$ cat src/rtl/vreg_pkg.sv
// Shared constants, element/vector types and the lane-merge helper for the
// multi-port vector register bank.
package vreg_pkg;

    localparam int DEF_NUM_REGS = 8;
    localparam int DEF_LANES    = 4;
    localparam int DEF_ELEM_W   = 16;

    typedef logic [DEF_ELEM_W-1:0]   elem_t;
    typedef elem_t [DEF_LANES-1:0]   vector_t;

    // Per-lane select: new element where the mask bit is set, old element otherwise.
    function automatic vector_t lane_merge(input vector_t old_v,
                                           input vector_t new_v,
                                           input logic [DEF_LANES-1:0] mask);
        vector_t res_v;
        for (int i = 0; i < DEF_LANES; i++) begin
            res_v[i] = mask[i] ? new_v[i] : old_v[i];
        end
        return res_v;
    endfunction

endpackage

$ cat src/rtl/vector_reg_bank_mp_read_port.sv
// One registered read port: address range check, same-cycle write bypass,
// hazard term and output flops.
module vreg_read_port
    import vreg_pkg::*;
#(
    parameter int NUM_REGS = DEF_NUM_REGS,
    parameter int LANES    = DEF_LANES,
    parameter int ELEM_W   = DEF_ELEM_W,
    parameter int ADDR_W   = (NUM_REGS > 1) ? $clog2(NUM_REGS) : 1
) (
    input  logic                                    clk,
    input  logic                                    rst_n,
    input  logic                                    rd_en,
    input  logic [ADDR_W-1:0]                       rd_addr,
    input  logic                                    wr_en,
    input  logic [ADDR_W-1:0]                       wr_addr,
    input  logic [LANES-1:0]                        wr_mask,
    input  logic [LANES*ELEM_W-1:0]                 wr_data,
    input  logic [NUM_REGS-1:0][LANES*ELEM_W-1:0]   regs,
    input  logic [NUM_REGS-1:0]                     busy,
    output logic [LANES*ELEM_W-1:0]                 v,
    output logic                                    v_valid,
    output logic                                    hazard,
    output logic                                    addr_bad
);

    localparam logic [ADDR_W:0] NUM_REGS_L = (ADDR_W + 1)'(NUM_REGS);

    logic                      addr_ok_s;
    logic                      bypass_s;
    logic                      busy_sel_s;
    logic [LANES*ELEM_W-1:0]   stored_s;
    logic [LANES*ELEM_W-1:0]   merged_s;

    // Decode the stored word and busy bit by compare so no index can leave the array.
    always_comb begin
        stored_s   = '0;
        busy_sel_s = 1'b0;
        for (int i = 0; i < NUM_REGS; i++) begin
            stored_s   = (rd_addr == ADDR_W'(i)) ? regs[i] : stored_s;
            busy_sel_s = (rd_addr == ADDR_W'(i)) ? busy[i] : busy_sel_s;
        end
    end

    // Range check, bypass detect and per-lane merge with the write in flight.
    always_comb begin
        addr_ok_s = ({1'b0, rd_addr} < NUM_REGS_L);
        bypass_s  = wr_en && (wr_addr == rd_addr) && addr_ok_s;
        addr_bad  = rd_en && !addr_ok_s;
        merged_s  = stored_s;
        for (int l = 0; l < LANES; l++) begin
            merged_s[l*ELEM_W +: ELEM_W] = (bypass_s && wr_mask[l]) ?
                wr_data[l*ELEM_W +: ELEM_W] : stored_s[l*ELEM_W +: ELEM_W];
        end
    end

    // Output registers; data holds when no read is requested.
    always_ff @(posedge clk or negedge rst_n) begin
        if (!rst_n) begin
            v       <= '0;
            v_valid <= 1'b0;
            hazard  <= 1'b0;
        end else if (rd_en) begin
            v       <= addr_ok_s ? merged_s : '0;
            v_valid <= 1'b1;
            hazard  <= addr_ok_s && busy_sel_s && !bypass_s;
        end else begin
            v_valid <= 1'b0;
            hazard  <= 1'b0;
        end
    end

endmodule

$ cat src/rtl/vector_reg_bank_mp.sv
// Parametrised vector register bank: storage, masked write, busy scoreboard
// and two registered read ports.
module vector_reg_bank_mp
    import vreg_pkg::*;
#(
    parameter int NUM_REGS = DEF_NUM_REGS,
    parameter int LANES    = DEF_LANES,
    parameter int ELEM_W   = DEF_ELEM_W,
    parameter int ADDR_W   = (NUM_REGS > 1) ? $clog2(NUM_REGS) : 1
) (
    input  logic                        clk,
    input  logic                        rst_n,
    input  logic                        rd_en_a,
    input  logic [ADDR_W-1:0]           rd_addr_a,
    input  logic                        rd_en_b,
    input  logic [ADDR_W-1:0]           rd_addr_b,
    input  logic                        wr_en,
    input  logic [ADDR_W-1:0]           wr_addr,
    input  logic [LANES-1:0]            wr_mask,
    input  logic [LANES*ELEM_W-1:0]     wr_data,
    input  logic                        rsv_en,
    input  logic [ADDR_W-1:0]           rsv_addr,
    output logic [LANES*ELEM_W-1:0]     va,
    output logic [LANES*ELEM_W-1:0]     vb,
    output logic                        va_valid,
    output logic                        vb_valid,
    output logic                        hazard_a,
    output logic                        hazard_b,
    output logic                        addr_err,
    output logic [NUM_REGS-1:0]         busy
);

    localparam logic [ADDR_W:0] NUM_REGS_L = (ADDR_W + 1)'(NUM_REGS);

    logic [NUM_REGS-1:0][LANES*ELEM_W-1:0] regs_r;
    logic wr_ok_s;
    logic rsv_ok_s;
    logic bad_a_s;
    logic bad_b_s;
    logic bad_wr_s;
    logic bad_rsv_s;

    // Qualify write and reserve; out-of-range addresses never wrap onto a real register.
    always_comb begin
        wr_ok_s   = wr_en  && ({1'b0, wr_addr}  < NUM_REGS_L);
        rsv_ok_s  = rsv_en && ({1'b0, rsv_addr} < NUM_REGS_L);
        bad_wr_s  = wr_en  && !wr_ok_s;
        bad_rsv_s = rsv_en && !rsv_ok_s;
    end

    // Register storage with per-lane write mask.
    always_ff @(posedge clk or negedge rst_n) begin
        if (!rst_n) begin
            regs_r <= '0;
        end else begin
            for (int r = 0; r < NUM_REGS; r++) begin
                for (int l = 0; l < LANES; l++) begin
                    if (wr_ok_s && (wr_addr == ADDR_W'(r)) && wr_mask[l]) begin
                        regs_r[r][l*ELEM_W +: ELEM_W] <= wr_data[l*ELEM_W +: ELEM_W];
                    end
                end
            end
        end
    end

    // Busy scoreboard: a same-cycle reserve beats the clearing write.
    always_ff @(posedge clk or negedge rst_n) begin
        if (!rst_n) begin
            busy <= '0;
        end else begin
            for (int r = 0; r < NUM_REGS; r++) begin
                if (rsv_ok_s && (rsv_addr == ADDR_W'(r))) begin
                    busy[r] <= 1'b1;
                end else if (wr_ok_s && (wr_addr == ADDR_W'(r))) begin
                    busy[r] <= 1'b0;
                end
            end
        end
    end

    // One-cycle pulse for any enabled access that missed the register range.
    always_ff @(posedge clk or negedge rst_n) begin
        if (!rst_n) begin
            addr_err <= 1'b0;
        end else begin
            addr_err <= bad_a_s || bad_b_s || bad_wr_s || bad_rsv_s;
        end
    end

    vreg_read_port #(
        .NUM_REGS (NUM_REGS),
        .LANES    (LANES),
        .ELEM_W   (ELEM_W),
        .ADDR_W   (ADDR_W)
    ) u_port_a (
        .clk      (clk),
        .rst_n    (rst_n),
        .rd_en    (rd_en_a),
        .rd_addr  (rd_addr_a),
        .wr_en    (wr_en),
        .wr_addr  (wr_addr),
        .wr_mask  (wr_mask),
        .wr_data  (wr_data),
        .regs     (regs_r),
        .busy     (busy),
        .v        (va),
        .v_valid  (va_valid),
        .hazard   (hazard_a),
        .addr_bad (bad_a_s)
    );

    vreg_read_port #(
        .NUM_REGS (NUM_REGS),
        .LANES    (LANES),
        .ELEM_W   (ELEM_W),
        .ADDR_W   (ADDR_W)
    ) u_port_b (
        .clk      (clk),
        .rst_n    (rst_n),
        .rd_en    (rd_en_b),
        .rd_addr  (rd_addr_b),
        .wr_en    (wr_en),
        .wr_addr  (wr_addr),
        .wr_mask  (wr_mask),
        .wr_data  (wr_data),
        .regs     (regs_r),
        .busy     (busy),
        .v        (vb),
        .v_valid  (vb_valid),
        .hazard   (hazard_b),
        .addr_bad (bad_b_s)
    );

endmodule

$ cat config.mk
export PLATFORM = sky130hd
export DESIGN_NAME = vector_reg_bank_mp
export DESIGN_NICKNAME = d
export VERILOG_FILES = /design/src/rtl/vreg_pkg.sv /design/src/rtl/vector_reg_bank_mp_read_port.sv /design/src/rtl/vector_reg_bank_mp.sv
export SDC_FILE = /design/constraint.sdc
export NUM_CORES = 1
export LEC_CHECK = 0
export BUFFER_PORTS_ARGS = -buffer_cell sky130_fd_sc_hd__buf_2
export CAP_MARGIN = 20
export CORE_UTILIZATION = 63
export CTS_BUF_LIST = sky130_fd_sc_hd__clkbuf_8
export DETAILED_ROUTE_END_ITERATION = 6
export PLACE_DENSITY = 0.84
export SYNTH_ARGS = -nofsm -noshare
export SYNTH_HDL_FRONTEND = slang
export SYNTH_SLANG_ARGS = --single-unit
$ cat constraint.sdc
create_clock -name clk -period 2 [get_ports clk]
set_clock_uncertainty 0.1 [all_clocks]
set_input_delay 0.4 -clock clk [delete_from_list [all_inputs] [get_ports clk]]
set_output_delay 0.4 -clock clk [all_outputs]
set_load 0.02 [all_outputs]
==> impl_metrics.json, run 1 <==
{
  "synthesis.nets": 2691,
  "final-setup-viol-count": 0,
  "yosys_warnings": 0,
  "grt_max_degree": 78,
  "synthSimpleGateAreaFrac": 0.0453,
  "crit_chain": "buf_2",
  "path_clk_slew_ps": 70,
  "dp_hpwl_um": 65900,
  "dieArea_mm2": 0.0533,
  "hold_viol_final": 0,
  "postCtsSetupRepairBufs": 0,
  "fmax_ghz": 0.514,
  "status": "complete, but fails checks",
  "final.setup.tns_ps": 0,
  "p_leak_nw": 17.6,
  "placed_area_mm2": 0.0369,
  "mostFrequentLayoutCell": "dfrtp_1",
  "vias_per_cell": 7.12,
  "core_area_mm2": 0.0515,
  "grt_pass1_wl_um": 163000,
  "critPathMaxFanout": 2,
  "ys_top_cells_by_area": "dfrtp_1 (49%), mux2_2 (18%), mux4_2 (8.9%), a2bb2oi_1 (2.7%), mux2i_1 (2.5%)",
  "io_pins": 227,
  "numPortBuffers": 225,
  "cts.sinks": 652,
  "min_period_ps": 1950,
  "regToRegSetupSlack_ps": 230,
  "ff2ff_path_depth": 4,
  "insertion_delay_ps": 750,
  "synth_area_mm2": 0.0330,
  "layout.cells.non_filler": 3757,
  "antenna_found_initial": 8,
  "place_inst": 3487,
  "dr.pass1.iters": 7,
  "synthMuxAreaShare": 0.293,
  "synthArstFlopShare": 1.00,
  "synth_cell_type_count": 39,
  "fin_crit_sh": 0.974,
  "critPathLaunchType": "flop",
  "gp_congestion": 0.932,
  "critPathKind": "flop to primary output",
  "crit_slowest_cell": "dfrtp_1",
  "powerDensity_mw_per_mm2": 1040,
  "postSynthCellCount": 2605,
  "layout_common_cells": "dfrtp_1 (651), mux2_2 (527), buf_2 (218)",
  "drtIter0Drc": 3447,
  "synth.largest_area_cell": "dfrtp_1",
  "area_growth_pct": 21.1,
  "grt_pass1_vias": 28099,
  "synth_compound_area_frac": 0.128,
  "ys.flop_type": "dfrtp_1",
  "die_y_um": 231,
  "ant_nets": 0,
  "synth_fa_ha_area_frac": 0,
  "setup_ws_ps": 53.0,
  "max-vdd-ir-drop_v": 0.000777,
  "post-route-drc-count": 1,
  "r2r_end": "u_port_a.v[41]",
  "synth_xor_area_frac": 0.00159,
  "cts_tree": "yes",
  "cts_buffers": 104,
  "fillCellCount": 3005,
  "syn_area_per_cell_um2": 12.7,
  "synth-edff-count": 0,
  "worstPathRequired_ps": 1500,
  "design_area_mm2": 0.0400,
  "hold_path_class": "input port to asynchronous set/reset pin",
  "end_kind": "primary output",
  "tightest_slew_ps": 596,
  "rows": 83,
  "max-cap-violations": 0,
  "nets": 3072,
  "synth_seq_area_share": 0.494,
  "drive_above_1_share": 0.424,
  "cts_root_buf": "clkbuf_8",
  "violations": "DRC",
  "clockBufferDepth": 3,
  "crit_arrival_ps": 1450,
  "drt-total-wl_um": 106000,
  "critPathMaxStageDelay_ps": 470,
  "yosysTopAreaCellShare": 0.494,
  "die_w_um": 231,
  "slew_headroom": 0.601,
  "crit_family": "flip-flops",
  "fin_util": 0.777,
  "ys_ff_latch": 652,
  "rsz0062_at_grt": "no",
  "initial_core_util": 0.641,
  "grt_util_all_layers": 0.404,
  "reg2reg_from": "regs_r[361]",
  "dp_slack_ps": -253,
  "wl_per_cell_um": 28.3,
  "synth_top_family_by_area": "multiplexers",
  "num_vias": 26732,
  "grt_overflow": 0,
  "slew_violations": 0,
  "critPathBufInv": 1,
  "htree_levels": 3
}
kinds of logic after synthesis:
group           Yosys count
mux                     739
flops                   652
compound gates          580
simple gates            331
buf+inv                 296
xor+xnor                  6
other cells               1
layer usage:
metal | share of wire | GRT usage | routed length (um)
met1 | 0.36 | 0.500 | 37800
met2 | 0.46 | 0.622 | 49200
met3 | 0.12 | 0.119 | 12300
met4 | 0.065 | 0.260 | 6890
met5 | 0.00018 | 0 | 19
metrics by stage:
step | hold slack [ps] | power (mW)
floorplan | 4.41 | 24.6
global placement | 223 | 27.4
detailed placement | 220 | 28.1
CTS | 59.0 | 41.2
global route | 89.5 | 43.0
finish | 74.6 | 41.5
what timing repair did:
item | 4_1_cts | 5_1_grt
hold buffers | 73 | 0
setup endpoints to repair | 0 | 1
resized for setup | 0 | 1
hold endpoints to repair | 967 | 0
synth_stat cells (18+ instances only):
library cell and instances:
a211oi_1 68, a22oi_1 49, a2bb2oi_1 101, a31oi_1 61, buf_1 46, buf_2 58, clkbuf_1 148, dfrtp_1 652
inv_1 26, mux2_2 527, mux2i_1 82, mux4_2 130, nand2_1 122, nand2b_1 18, nor2_1 114, nor2b_1 54
o211ai_1 108, o21ai_0 81, o22ai_1 30, o2bb2ai_1 65
where the power goes:
group	total [mW]	internal, mW	switching [mW]
logic	9.71	5.26	4.45
registers	18.8	16.2	2.60
clock network	13.0	7.48	5.53
state kept, by name, indices dropped and copies added, names as in the netlist:
| name | cells |
|---|---|
| u_port_a.v_valid | 1 |
| u_port_a.hazard | 1 |
| regs_r | 512 |
| busy | 8 |
| u_port_a.v | 64 |
| u_port_b.v | 64 |
| u_port_b.hazard | 1 |
| u_port_b.v_valid | 1 |
worst max path at each step:
stage                         from             end  slack (ps)  depth (start not counted)
floorplan             rd_addr_a[0]  u_port_a.v[53]         -40                          6
detailed placement    rd_addr_a[0]  u_port_a.v[44]        -250                          6
global placement      rd_addr_a[0]   u_port_a.v[7]        -220                          7
finish              u_port_a.v[31]          va[31]          50                          1
global route         u_port_a.v[3]           va[3]          50                          1
CTS                 u_port_a.v[31]          va[31]          90                          1
final cells by class:
type                       instances  area [um2]  area share
sequential                       652       16300       0.408
multi-input combinational       1657       15500       0.387
timing repair buffer             545        4850       0.121
clock buffer                     139        1910      0.0478
tap                              680         851      0.0213
clock inverter                    53         489      0.0122
inverter                          26        97.6     0.00244
antenna                            5        12.5    0.000313
Power figures use the tool's default switching activity.
==> inputs of run 2 (changes only) <==
BUFFER_PORTS_ARGS = default   (was -buffer_cell sky130_fd_sc_hd__buf_2)
CORE_UTILIZATION = 64   (was 63)
DONT_BUFFER_PORTS = 1   (was default)
PLACE_DENSITY = 0.81   (was 0.84)
SETUP_SLACK_MARGIN = 0.2   (was default)
==> run 2 against run 1 <==
Sequential power grew 3%. Highest routed layer unchanged. Routed wire length shrank 6.7%. Clock power shrank 8%. Maximum frequency grew 8.3%. Global-route usage shrank 2.4 points. Sequential cell count is the same. The run ends with hold timing, slew limit left. Final cell count shrank 9.5%. Combinational power shrank 24%.
==> impl_metrics.json, run 2 (synthesis gave the netlist of run 1 again) <==
{
  "grt_overflow": 0,
  "max-cap-violations": 0,
  "htree_levels": 3,
  "dr.pass1.iters": 6,
  "fin_util": 0.742,
  "reg2reg_from": "regs_r[201]",
  "layout_common_cells": "dfrtp_1 (650), mux2_2 (527), clkbuf_8 (147)",
  "ant_nets": 0,
  "path_clk_slew_ps": 60,
  "critPathBufInv": 2,
  "crit_slowest_cell": "dlygate4sd3_1",
  "slew_violations": 255,
  "largest_reg_flops": 512,
  "crit_arrival_ps": 2330,
  "power.switching_mw": 11.4,
  "critPathLaunchType": "input port",
  "critPathMaxFanout": 136,
  "status": "complete, but fails checks",
  "initial_core_util": 0.653,
  "grt_util_all_layers": 0.379,
  "wl_per_cell_um": 29.2,
  "end_kind": "flop",
  "mostFrequentLayoutCell": "dfrtp_1",
  "crit_family": "buffers and inverters",
  "tightest_slew_ps": 2030,
  "powerDensity_mw_per_mm2": 1030,
  "rows": 82,
  "drive_above_1_share": 0.354,
  "min_period_ps": 1800,
  "cts_tree": "yes",
  "crit_chain": "nor2b_2 -> buf_4 -> nand2_1 -> o211ai_1 -> dlygate4sd3_1 -> o21ai_0 -> a31oi_1",
  "max-vdd-ir-drop_v": 0.000494,
  "critPathKind": "input port to flop",
  "seq_power_share": 0.502,
  "grt_max_degree": 653,
  "drtIter0Drc": 2951,
  "dp_hpwl_um": 52600,
  "grt_pass1_wl_um": 152000,
  "p_int_mw": 27.3,
  "ff2ff_path_depth": 4,
  "cts_buffers": 105,
  "area_growth_pct": 13.6,
  "largest_register": "regs_r",
  "p_leak_nw": 15.8,
  "fmax_ghz": 0.556,
  "cts_hold_buf": 97,
  "numPortBuffers": 0,
  "gp_congestion": 0.853,
  "placed_area_mm2": 0.0342,
  "slew_headroom": -0.353,
  "power_mw": 38.7,
  "num_vias": 24505,
  "die_w_um": 229,
  "cts_root_buf": "clkbuf_8",
  "design_area_mm2": 0.0375,
  "critPathMaxStageDelay_ps": 580,
  "dieArea_mm2": 0.0525,
  "vias_per_cell": 7.21,
  "r2r_end": "u_port_b.v[9]",
  "grt_pass1_vias": 25598,
  "hold_viol_final": 769,
  "holdWs_ps": -723,
  "final-setup-viol-count": 0,
  "antenna_found_initial": 8,
  "nets": 2718,
  "violations": "hold timing, slew limit",
  "regToRegSetupSlack_ps": 250,
  "io_pins": 227,
  "fin_crit_sh": 0.899,
  "hold_path_class": "input port to asynchronous set/reset pin",
  "drt-total-wl_um": 99100,
  "final.setup.tns_ps": 0,
  "rsz0062_at_grt": "no",
  "pwr-share-clk": 0.308,
  "p_sw_frac": 0.294,
  "core_area_mm2": 0.0506,
  "insertion_delay_ps": 720,
  "die_y_um": 229,
  "worstPathRequired_ps": 2540,
  "cts.sinks": 652,
  "post-route-drc-count": 0,
  "clockBufferDepth": 3,
  "power_frac_comb": 0.190,
  "largestRegisters": "regs_r: 512 flops, u_port_a.v: 64 flops, u_port_b.v: 64 flops"
}
[run 2: final cells by class]
type	count	area (um2)
multi-input combinational	1657	15700
antenna	9	22.5
inverter	26	97.6
sequential	652	16300
tap	672	841
clock buffer	147	2020
fill	3194	13100
timing repair buffer	190	2340
clock inverter	46	194
[run 2: worst max-delay path by stage]
stage,cells after the start,startpoint,slack [ps],end
finish,7,rd_addr_a[0],200,u_port_a.v[23]
global route,5,regs_r[343],200,u_port_a.v[23]
CTS,0,u_port_b.v[63],200,vb[63]
detailed placement,5,wr_addr[0],-90,regs_r[281]
global placement,6,rd_addr_b[0],-50,u_port_b.v[17]
floorplan,6,rd_addr_b[0],120,u_port_b.v[17]
[run 2: timing repair]
item | in CTS | in global routing
cloned | 0 | 0
endpoints found under the hold margin | 1304 | 769
endpoints found under the setup margin | 1 | 62
pin swaps | 0 | 2
gates resized for setup | 1 | 3
setup buffers | 0 | 2
[run 2: power by group through the flow]
stage	logic (mW)	clock network, mW	registers [mW]
6_report	7.34	11.9	19.4
5_1_grt	7.88	12.6	19.7
3_5_place_dp	6.79	0	19.5
3_3_place_gp	6.49	0	19.2
2_1_floorplan	6.21	0	18.6
4_1_cts	7.25	12.0	19.3
[run 2: layer usage]
layer  part of all wire  global-route usage  wire (um)
met1               0.38               0.488      37200
met2               0.47               0.590      46200
met3               0.10              0.0987      10300
met4              0.055               0.212       5420
met5            0.00041                   0         41
[run 2: stage by stage]
| step | cells | hold slack [ps] | setup WS, ps |
|---|---|---|---|
| floorplan | 2605 | 4.41 | 123 |
| global placement | 3098 | 25.7 | -54.6 |
| detailed placement | 3098 | 21.8 | -94.9 |
| CTS | 3388 | -743 | 200 |
| global route | 3394 | -725 | 202 |
| finish | 3399 | -723 | 202 |
